**src/rtl/wb_port_arbiter.sv**
```systemverilog
// Writeback port arbiter for the rv32i_sc register file. It round-robins between the ALU and LSU
// writeback requesters, registers the winning write, and keeps a pending-write scoreboard for decode.
`ifndef DATA_WIDTH
`define DATA_WIDTH 32
`endif
`ifndef REG_ADDR_WIDTH
`define REG_ADDR_WIDTH 5
`endif

module wb_port_arbiter #(
  parameter int DATA_WIDTH     = `DATA_WIDTH,
  parameter int REG_ADDR_WIDTH = `REG_ADDR_WIDTH
) (
  input  logic                      clk,
  input  logic                      rst,
  input  logic                      alu_wb_valid,
  input  logic [REG_ADDR_WIDTH-1:0] alu_wb_addr,
  input  logic [DATA_WIDTH-1:0]     alu_wb_data,
  output logic                      alu_wb_ready,
  input  logic                      lsu_wb_valid,
  input  logic [REG_ADDR_WIDTH-1:0] lsu_wb_addr,
  input  logic [DATA_WIDTH-1:0]     lsu_wb_data,
  output logic                      lsu_wb_ready,
  input  logic                      mark_enable,
  input  logic [REG_ADDR_WIDTH-1:0] mark_addr,
  input  logic [REG_ADDR_WIDTH-1:0] rs1_addr,
  input  logic [REG_ADDR_WIDTH-1:0] rs2_addr,
  output logic                      rs1_busy,
  output logic                      rs2_busy,
  output logic                      write_enable,
  output logic [REG_ADDR_WIDTH-1:0] write_addr,
  output logic [DATA_WIDTH-1:0]     write_data
);

  localparam int DEPTH = 1 << REG_ADDR_WIDTH;

  typedef enum logic {
    PRIO_ALU = 1'b0,
    PRIO_LSU = 1'b1
  } prio_e;

  prio_e                     prio;
  prio_e                     prio_next;
  logic                      grant_alu;
  logic                      grant_lsu;
  logic                      win;
  logic [REG_ADDR_WIDTH-1:0] win_addr;
  logic [DATA_WIDTH-1:0]     win_data;
  logic [DEPTH-1:0]          pend;
  logic [DEPTH-1:0]          pend_next;

  // NOTE: every signal written here gets a default first, so no path leaves it unassigned (no latch).
  always_comb begin
    grant_alu = alu_wb_valid && (!lsu_wb_valid || (prio == PRIO_ALU));
    grant_lsu = lsu_wb_valid && (!alu_wb_valid || (prio == PRIO_LSU));
    win       = grant_alu || grant_lsu;
    win_addr  = alu_wb_addr;
    win_data  = alu_wb_data;
    prio_next = prio;
    if (grant_lsu) begin
      win_addr = lsu_wb_addr;
      win_data = lsu_wb_data;
    end
    // The loser of this cycle (or the idle side) is favoured next time.
    if (grant_alu) begin
      prio_next = PRIO_LSU;
    end else if (grant_lsu) begin
      prio_next = PRIO_ALU;
    end
  end

  assign alu_wb_ready = grant_alu && !rst;
  assign lsu_wb_ready = grant_lsu && !rst;

  // NOTE: state registers use non-blocking assignments so all flops sample pre-edge values together.
  always_ff @(posedge clk or posedge rst) begin
    if (rst) begin
      prio         <= PRIO_ALU;
      write_enable <= 1'b0;
      write_addr   <= '0;
      write_data   <= '0;
    end else begin
      prio         <= prio_next;
      write_enable <= win && (win_addr != '0);
      if (win) begin
        write_addr <= win_addr;
        write_data <= win_data;
      end
    end
  end

  // Clear on retirement first, then set on issue, so a re-mark in the retiring cycle survives.
  always_comb begin
    pend_next = pend;
    if (write_enable) begin
      pend_next[write_addr] = 1'b0;
    end
    if (mark_enable && (mark_addr != '0)) begin
      pend_next[mark_addr] = 1'b1;
    end
    pend_next[0] = 1'b0;
  end

  // NOTE: the scoreboard is reset on purpose; pending bits are meaningless after a flush.
  always_ff @(posedge clk or posedge rst) begin
    if (rst) begin
      pend <= '0;
    end else begin
      pend <= pend_next;
    end
  end

  // The register file forwards same-cycle write data, so the retiring register is not a hazard.
  assign rs1_busy = pend[rs1_addr] && !(write_enable && (write_addr == rs1_addr));
  assign rs2_busy = pend[rs2_addr] && !(write_enable && (write_addr == rs2_addr));

endmodule

```
**config.mk**
```make
export PLATFORM = sky130hd
export DESIGN_NAME = wb_port_arbiter
export DESIGN_NICKNAME = d
export VERILOG_FILES = /design/src/rtl/wb_port_arbiter.sv
export SDC_FILE = /design/constraint.sdc
export NUM_CORES = 1
export LEC_CHECK = 0
export BUFFER_PORTS_ARGS = -buffer_cell sky130_fd_sc_hd__buf_2
export CORE_ASPECT_RATIO = 0.6
export CORE_MARGIN = 5
export CORE_UTILIZATION = 40
export CTS_BUF_LIST = sky130_fd_sc_hd__clkbuf_8
export CTS_CLUSTER_SIZE = 28
export DETAILED_ROUTE_END_ITERATION = 10
export GPL_ROUTABILITY_DRIVEN = 0
export PLACE_DENSITY_LB_ADDON = 0.25
export SETUP_SLACK_MARGIN = 0.02
export SYNTH_ARGS = -nofsm -noshare
export SYNTH_HDL_FRONTEND = slang
export SYNTH_SLANG_ARGS = --single-unit
```
**constraint.sdc**
```tcl
create_clock -name clk -period 2.13 [get_ports clk]
set_input_delay 0.213 -clock clk [delete_from_list [all_inputs] [get_ports clk]]
set_output_delay 0.213 -clock clk [all_outputs]
set_load 0.05 [all_outputs]
```
==> results of run 1 <==
-- cell usage in the layout (no fill, tap or decap), drive strengths merged, types with 2 or more instances in the layout --
cell / Yosys / final
buf: 15 / 149
o32a: 2 / 2
inv: 28 / 28
nand3b: 11 / 11
mux2: 6 / 6
or3: 2 / 2
o22ai: 35 / 35
dfrtp: 70 / 70
nor2: 42 / 42
a221oi: 2 / 2
nand2: 16 / 16
nor2b: 3 / 3
nand3: 4 / 4
mux4: 12 / 12
nand2b: 2 / 2
o221a: 5 / 5
bufinv: 0 / 4
o21ai: 64 / 64
a31oi: 32 / 32
mux2i: 5 / 5
o2111ai: 2 / 2
or3b: 6 / 6
clkbuf: 19 / 11
clkinv: 7 / 8
xnor2: 10 / 10
nand4: 2 / 2
or4: 2 / 2
o32ai: 4 / 4
a21oi: 32 / 32
-- power by group --
part	switching [mW]	internal, mW	total, mW
clock network	0.531	0.962	1.49
logic	1.12	0.784	1.91
registers	0.351	1.72	2.07
-- Yosys cell counts, types with 2 or more instances --
| cell | instances | area share [%] |
|---|---|---|
| o2111ai_1 | 2 | 0.43 |
| nor2_1 | 42 | 3.9 |
| o21ai_0 | 2 | 0.25 |
| or4_1 | 2 | 0.37 |
| mux2i_1 | 5 | 1.2 |
| buf_6 | 3 | 0.83 |
| a31oi_1 | 32 | 4.9 |
| o32ai_1 | 4 | 0.86 |
| nand2b_1 | 2 | 0.31 |
| nor2b_1 | 3 | 0.46 |
| buf_2 | 7 | 0.86 |
| o221a_1 | 5 | 1.4 |
| dfrtp_1 | 70 | 43 |
| o22ai_1 | 35 | 5.4 |
| o21ai_1 | 62 | 7.6 |
| nand4_1 | 2 | 0.31 |
| nand3_1 | 4 | 0.49 |
| buf_1 | 5 | 0.46 |
| mux4_2 | 9 | 5.0 |
| mux2_1 | 6 | 1.7 |
| or3b_1 | 6 | 1.3 |
| a21oi_1 | 32 | 3.9 |
| mux4_1 | 3 | 1.9 |
| xnor2_1 | 10 | 2.2 |
| nand2_1 | 16 | 1.5 |
| clkbuf_1 | 18 | 1.7 |
| clkinv_1 | 7 | 0.65 |
| or3_1 | 2 | 0.31 |
| inv_1 | 28 | 2.6 |
| a221oi_1 | 2 | 0.43 |
| o32a_1 | 2 | 0.49 |
| nand3b_1 | 11 | 2.0 |
-- worst max-delay path: cells and delay by family (launching register included) --
kind                   cells  cell delay, ns
AOI/OAI and AO/OA          2            0.18
buffers and inverters      1            0.17
DFF                        1            0.41
muxes                      1            0.46
and+or+nand+nor            1            0.39
-- final cells by class --
class	count	area, um2	area share (%)
clock buffer	11	151	2.90
timing repair buffer	150	816	15.6
tap	135	169	3.24
multi-input combinational	306	2070	39.6
sequential	70	1750	33.6
inverter	35	131	2.52
clock inverter	5	129	2.47
-- through the flow --
step / utilization, % / worst slack (ns)
floorplan: - / -0.0140
global placement: 49.2 / 0.140
detailed placement: 49.2 / 0.105
CTS: 52.5 / -0.112
global route: 52.6 / -0.147
finish: 52.6 / -0.0586
-- timing repair --
action,in CTS,in global routing
endpoints found under the setup margin,2,2
cloned,0,0
setup buffers,2,0
endpoints found under the hold margin,23,0
resized for setup,6,1
pin swaps,2,3
hold buffers,1,0
-- registers in the layout, indices dropped and copies added (netlist names) --
signal,count
write_data,32
pend,31
write_addr,5
prio,1
write_enable,1
-- kinds of logic (layout without fill, tap and decap cells) --
kind of cell	after synthesis	count (layout)	synth area share [%]
flip-flops	70	70	43.0
XOR/XNOR	10	10	2.15
AO/OA/AOI/OAI	180	180	26.1
multiplexers	23	23	9.80
buffers and inverters	69	201	7.38
AND/OR/NAND/NOR	93	93	11.6
-- metal layers --
metal / routed length [um] / track usage [%] / up-vias / share of wire [%]
met1: 5930 / 30.2 / 1959 / 45
met5: 0 / 0 / - / 0
met3: 1330 / 8.24 / 13 / 10
li1: - / - / 1909 / -
met2: 5700 / 32.6 / 228 / 43
met4: 166 / 4.93 / 0 / 1.3
-- path summary, 6_finish.rpt --
| check | end | slack (ns) | cells after the start |
|---|---|---|---|
| worst max register to register | write_data[26] | 0.56 | 5 |
| min in group asynchronous | write_data[26] | 0.46 | 3 |
| max in group asynchronous | pend[16] | 1.02 | 4 |
| worst min register to register | pend[20] | 0.54 | 2 |
| worst min-delay path | pend[4] | 0.1 | 2 |
| worst max-delay path | rs1_busy | -0.06 | 5 |
==> out/metrics.csv, run 1 <==
stage,metric,value,unit
outcome,status,"complete, but fails checks",
power,cellPowerDensity,1050,mW/mm2
place,dp_cells,693,
setup_path,rr_startpoint,prio,
clock_tree,numCtsBuffers,9,
synth,async_flop_share,100,%
setup_path,slowest_stage,mux4_2,
sta,hold_viol,0,
route,vias_per_cell,5.77,
power,ir_worst_vdd,440,uV
clock_tree,clock_sinks,70,
sta,period_share,103,%
floorplan,rows,28,
setup_path,path_max_fanout,3,
floorplan,start_util,41.1,%
setup_path,cp_data_arrival_time,1.98,ns
sta,finalMaxSlewViolations,0,
finish,drive_above_1_share,31.4,%
global_routing,antenna_found_initial,0,
finish,stdcell_area,0.00521,mm2
route,drt_iter0_drc,360,
setup_path,worstSetupEndpointType,output port,
floorplan,core,0.00991,mm2
floorplan,die-area,0.0124,mm2
synth,synth_edf_count,0,
sta,period_needed,2.19,ns
setup_path,critical_path.startpoint_type,register,
place,placed_area,0.00488,mm2
finish,final_cell_count_no_fill,712,
setup_path,max_stage_delay,0.46,ns
sta,slew_headroom,60.1,%
global_routing,grt_pass1_vias,3960,
sta,setup_ws,-0.0586,ns
global_routing,grt_pass1_wl,21100,um
sta,skew,0.00496,ns
route,drt_wl_total,13100,um
floorplan,die_h,88.2,um
setup_path,crit_chain,mux4_2 -> or3b_1 -> o2111ai_2 -> o32ai_2 -> buf_6,
setup_path,crit_required,1.92,ns
outcome,violations,negative setup slack,
setup_path,crit_type,register to output port,
global_routing,track_usage,21.8,%
clock_tree,cts-root-buf,clkbuf_8,
sta,rsz0062_at_grt,yes,
finish,nets,666,
global_routing,grt_overflow_total,0,
clock_tree,insertion_delay,0.36,ns
global_routing,grt_max_degree,66,
route,firstDrtPassIters,5,
route,wl_per_cell,18.4,um
sta,worst_pin_slew,0.598,ns
route,vias,4109,
place,io_buffers,135,
finish,n_fill_cell,904,
finish,area_growth,28.1,%
route,ant_nets,0,
clock_tree,cts_max_level,3,
floorplan,die_x,140,um
sta,hold_ws,0.0993,ns
finish,diodes,0,
synth,postSynthAreaPerCell,9.15,um2
synth,synth_nets,539,
synth,yosys_register_bits,70,
synth,yosysWarnings,0,
synth,syn-cell-area,0.00407,mm2
route,drc_errors,0,
synth,yosys.cell_types.count,38,
synth,post_synth_inst_count,445,
floorplan,ios,136,
sta,fmax,0.457,GHz
sta,finalSetupViolCount,2,
min_path,worstHoldPathType,input pin to register,
synth,seq_area_frac_synth,43.0,%
sta,setup_tns,-0.115,ns
place,hpwl,9530,um
clock_tree,clkTransAtPathRegs,0.07,ns
run,drv_cap,0,
min_path,hold_start,mark_addr[1],
synth,synth_ff_type,dfrtp_1,
clock_tree,cts_tree,done,
power,p_leak,2.25,nW
clock_tree,clock_path_buffers,2,
setup_path,startpoint,pend[23],
power,power.total,5.47,mW
(Power assumes the default switching activity.)
==> inputs of run 2 (changes only) <==
--- a/config.mk
+++ b/config.mk
@@ -8,7 +8,7 @@
 export BUFFER_PORTS_ARGS = -buffer_cell sky130_fd_sc_hd__buf_2
 export CORE_ASPECT_RATIO = 0.6
 export CORE_MARGIN = 5
-export CORE_UTILIZATION = 40
+export CORE_UTILIZATION = 53
 export CTS_BUF_LIST = sky130_fd_sc_hd__clkbuf_8
 export CTS_CLUSTER_SIZE = 28
 export DETAILED_ROUTE_END_ITERATION = 10
==> out/metrics.csv, run 2 (same netlist as run 1, synthesis figures left out) <==
stage,metric,value,unit
route,wl_per_cell,19.6,um
setup_path,critical_path.startpoint_type,register,
global_routing,antenna_found_initial,1,
power,power.total,5.02,mW
route,drt_wl_total,13300,um
floorplan,core,0.00736,mm2
sta,period_share,104,%
finish,n_fill_cell,573,
sta,slew_headroom,63.8,%
clock_tree,insertion_delay,0.36,ns
clock_tree,clock_sinks,70,
run,drv_cap,0,
setup_path,cp_data_arrival_time,2.00,ns
setup_path,path_max_fanout,3,
finish,largest_register,write_data,
min_path,min_path_cells,2,
power,p_leak,2.21,nW
global_routing,grt_pass1_vias,4347,
floorplan,die-area,0.00959,mm2
power,ir_worst_vdd,495,uV
sta,hold_viol,0,
setup_path,crit_chain,mux4_2 -> or3b_4 -> o2111ai_4 -> o32ai_4 -> buf_6,
setup_path,r2r_end,pend[4],
clock_tree,numCtsBuffers,9,
sta,setup_ws,-0.0864,ns
route,drc_errors,0,
floorplan,rows,24,
finish,nets,665,
setup_path,crit_required,1.92,ns
sta,skew,0.0139,ns
floorplan,ios,136,
global_routing,track_usage,28.0,%
place,io_buffers,135,
power,cellPowerDensity,990,mW/mm2
global_routing,grt_max_degree,60,
clock_tree,cts-root-buf,clkbuf_8,
finish,final_cell_mix,"buf_2, dfrtp_1, o21ai_1, nor2_1, o22ai_1",
place,dp_cells,663,
place,hpwl,9470,um
min_path,worstHoldPathType,input pin to register,
route,vias_per_cell,6.32,
route,ant_nets,0,
setup_path,crit_type,register to output port,
setup_path,worstSetupEndpointType,output port,
setup_path,rr_worst_depth,3,
finish,final_common_cell,buf_2,
global_routing,grt_pass1_wl,21300,um
setup_path,crit_buf_inv,1,
setup_path,rr_startpoint,write_addr[1],
global_routing,grt_overflow_total,0,
sta,finalSetupViolCount,2,
finish,area_growth,24.5,%
min_path,hold_start,mark_addr[1],
sta,worst_pin_slew,0.543,ns
finish,largest_register_ffs,32,
clock_tree,cts_tree,done,
floorplan,die_x,123,um
route,vias,4298,
min_path,min_to,pend[4],
route,drt_iter0_drc,532,
route,firstDrtPassIters,6,
sta,rsz0062_at_grt,yes,
sta,period_needed,2.22,ns
setup_path,slowest_stage,mux4_2,
floorplan,die_h,77.9,um
clock_tree,clock_path_buffers,2,
setup_path,critPathTopFamily,multiplexers,
finish,drive_above_1_share,30.6,%
sta,finalMaxSlewViolations,0,
sta,fmax,0.451,GHz
finish,final_cell_count_no_fill,680,
finish,reg_top3,"write_data x32, pend x31, write_addr x5",
outcome,violations,negative setup slack,
outcome,status,"complete, but fails checks",
clock_tree,clkTransAtPathRegs,0.07,ns
clock_tree,cts_max_level,3,
setup_path,max_stage_delay,0.47,ns
setup_path,reg2reg_setup_slack,0.58,ns
floorplan,start_util,55.3,%
## run 2: cell types whose count changed in the layout (fill, tap and decap cells not counted), moves of 2 or more
cell and change:
inv_1 +4, or3b_4 +2, bufinv_16 -3, or3b_1 -2
## run 2: worst max-delay path by stage
stage | from | endpoint | slack [ns] | cells after the start
floorplan | write_addr[3] | rs1_busy | -0.01 | 5
finish | pend[23] | rs2_busy | -0.09 | 5
global placement | rs2_addr[0] | rs2_busy | 0.17 | 6
global route | pend[23] | rs1_busy | -0.15 | 5
CTS | pend[23] | rs2_busy | -0.09 | 5
detailed placement | rs2_addr[0] | rs2_busy | 0.12 | 5
## run 2: metal layers
metal | wire [um] | vias to the layer above | share of wire (%) | global-route usage [%]
met4 | 282 | 2 | 2.1 | 7.62
met5 | 7 | - | 0.053 | 0
li1 | - | 1893 | - | -
met3 | 1700 | 50 | 13 | 10.6
met2 | 5840 | 322 | 44 | 41.6
met1 | 5470 | 2031 | 41 | 38.5
## run 2: repair_timing
action,4_1_cts,5_1_grt
endpoints found under the setup margin,2,2
resized for setup,6,3
hold buffers,1,0
pin swaps,2,1
endpoints found under the hold margin,19,0
setup buffers,0,0
## run 2: stage by stage
stage	worst slack [ns]	TNS [ns]	util (%)	cell area (um2)	hold WS, ns
final	-0.0864	-0.164	68.9	5070	0.104
after global routing	-0.147	-0.290	68.9	5070	0.0940
after CTS	-0.0878	-0.163	68.6	5050	0.0890
after detailed placement	0.125	0	65.7	4830	0.289
after global placement	0.172	0	65.7	4830	0.286
after floorplan	-0.0140	-0.0140	-	4100	0.311
## run 2: power by group
| group | total [mW] | internal, mW | leakage (nW) | switching (mW) |
|---|---|---|---|---|
| registers | 2.08 | 1.72 | 0.786 | 0.355 |
| logic | 1.90 | 0.763 | 1.32 | 1.14 |
| clock network | 1.04 | 0.551 | 0.107 | 0.494 |
| total | 5.02 | 3.03 | 2.21 | 1.99 |
## run 2: cell type report
type | count | area [um2] | area share, %
Timing Repair Buffer | 149 | 796 | 15.7
Multi-Input combinational cell | 306 | 2070 | 40.9
Inverter | 35 | 131 | 2.59
Clock inverter | 5 | 45.0 | 0.889
Antenna cell | 1 | 2.50 | 0.0494
Clock buffer | 10 | 138 | 2.72
Tap cell | 104 | 130 | 2.57
Sequential cell | 70 | 1750 | 34.6
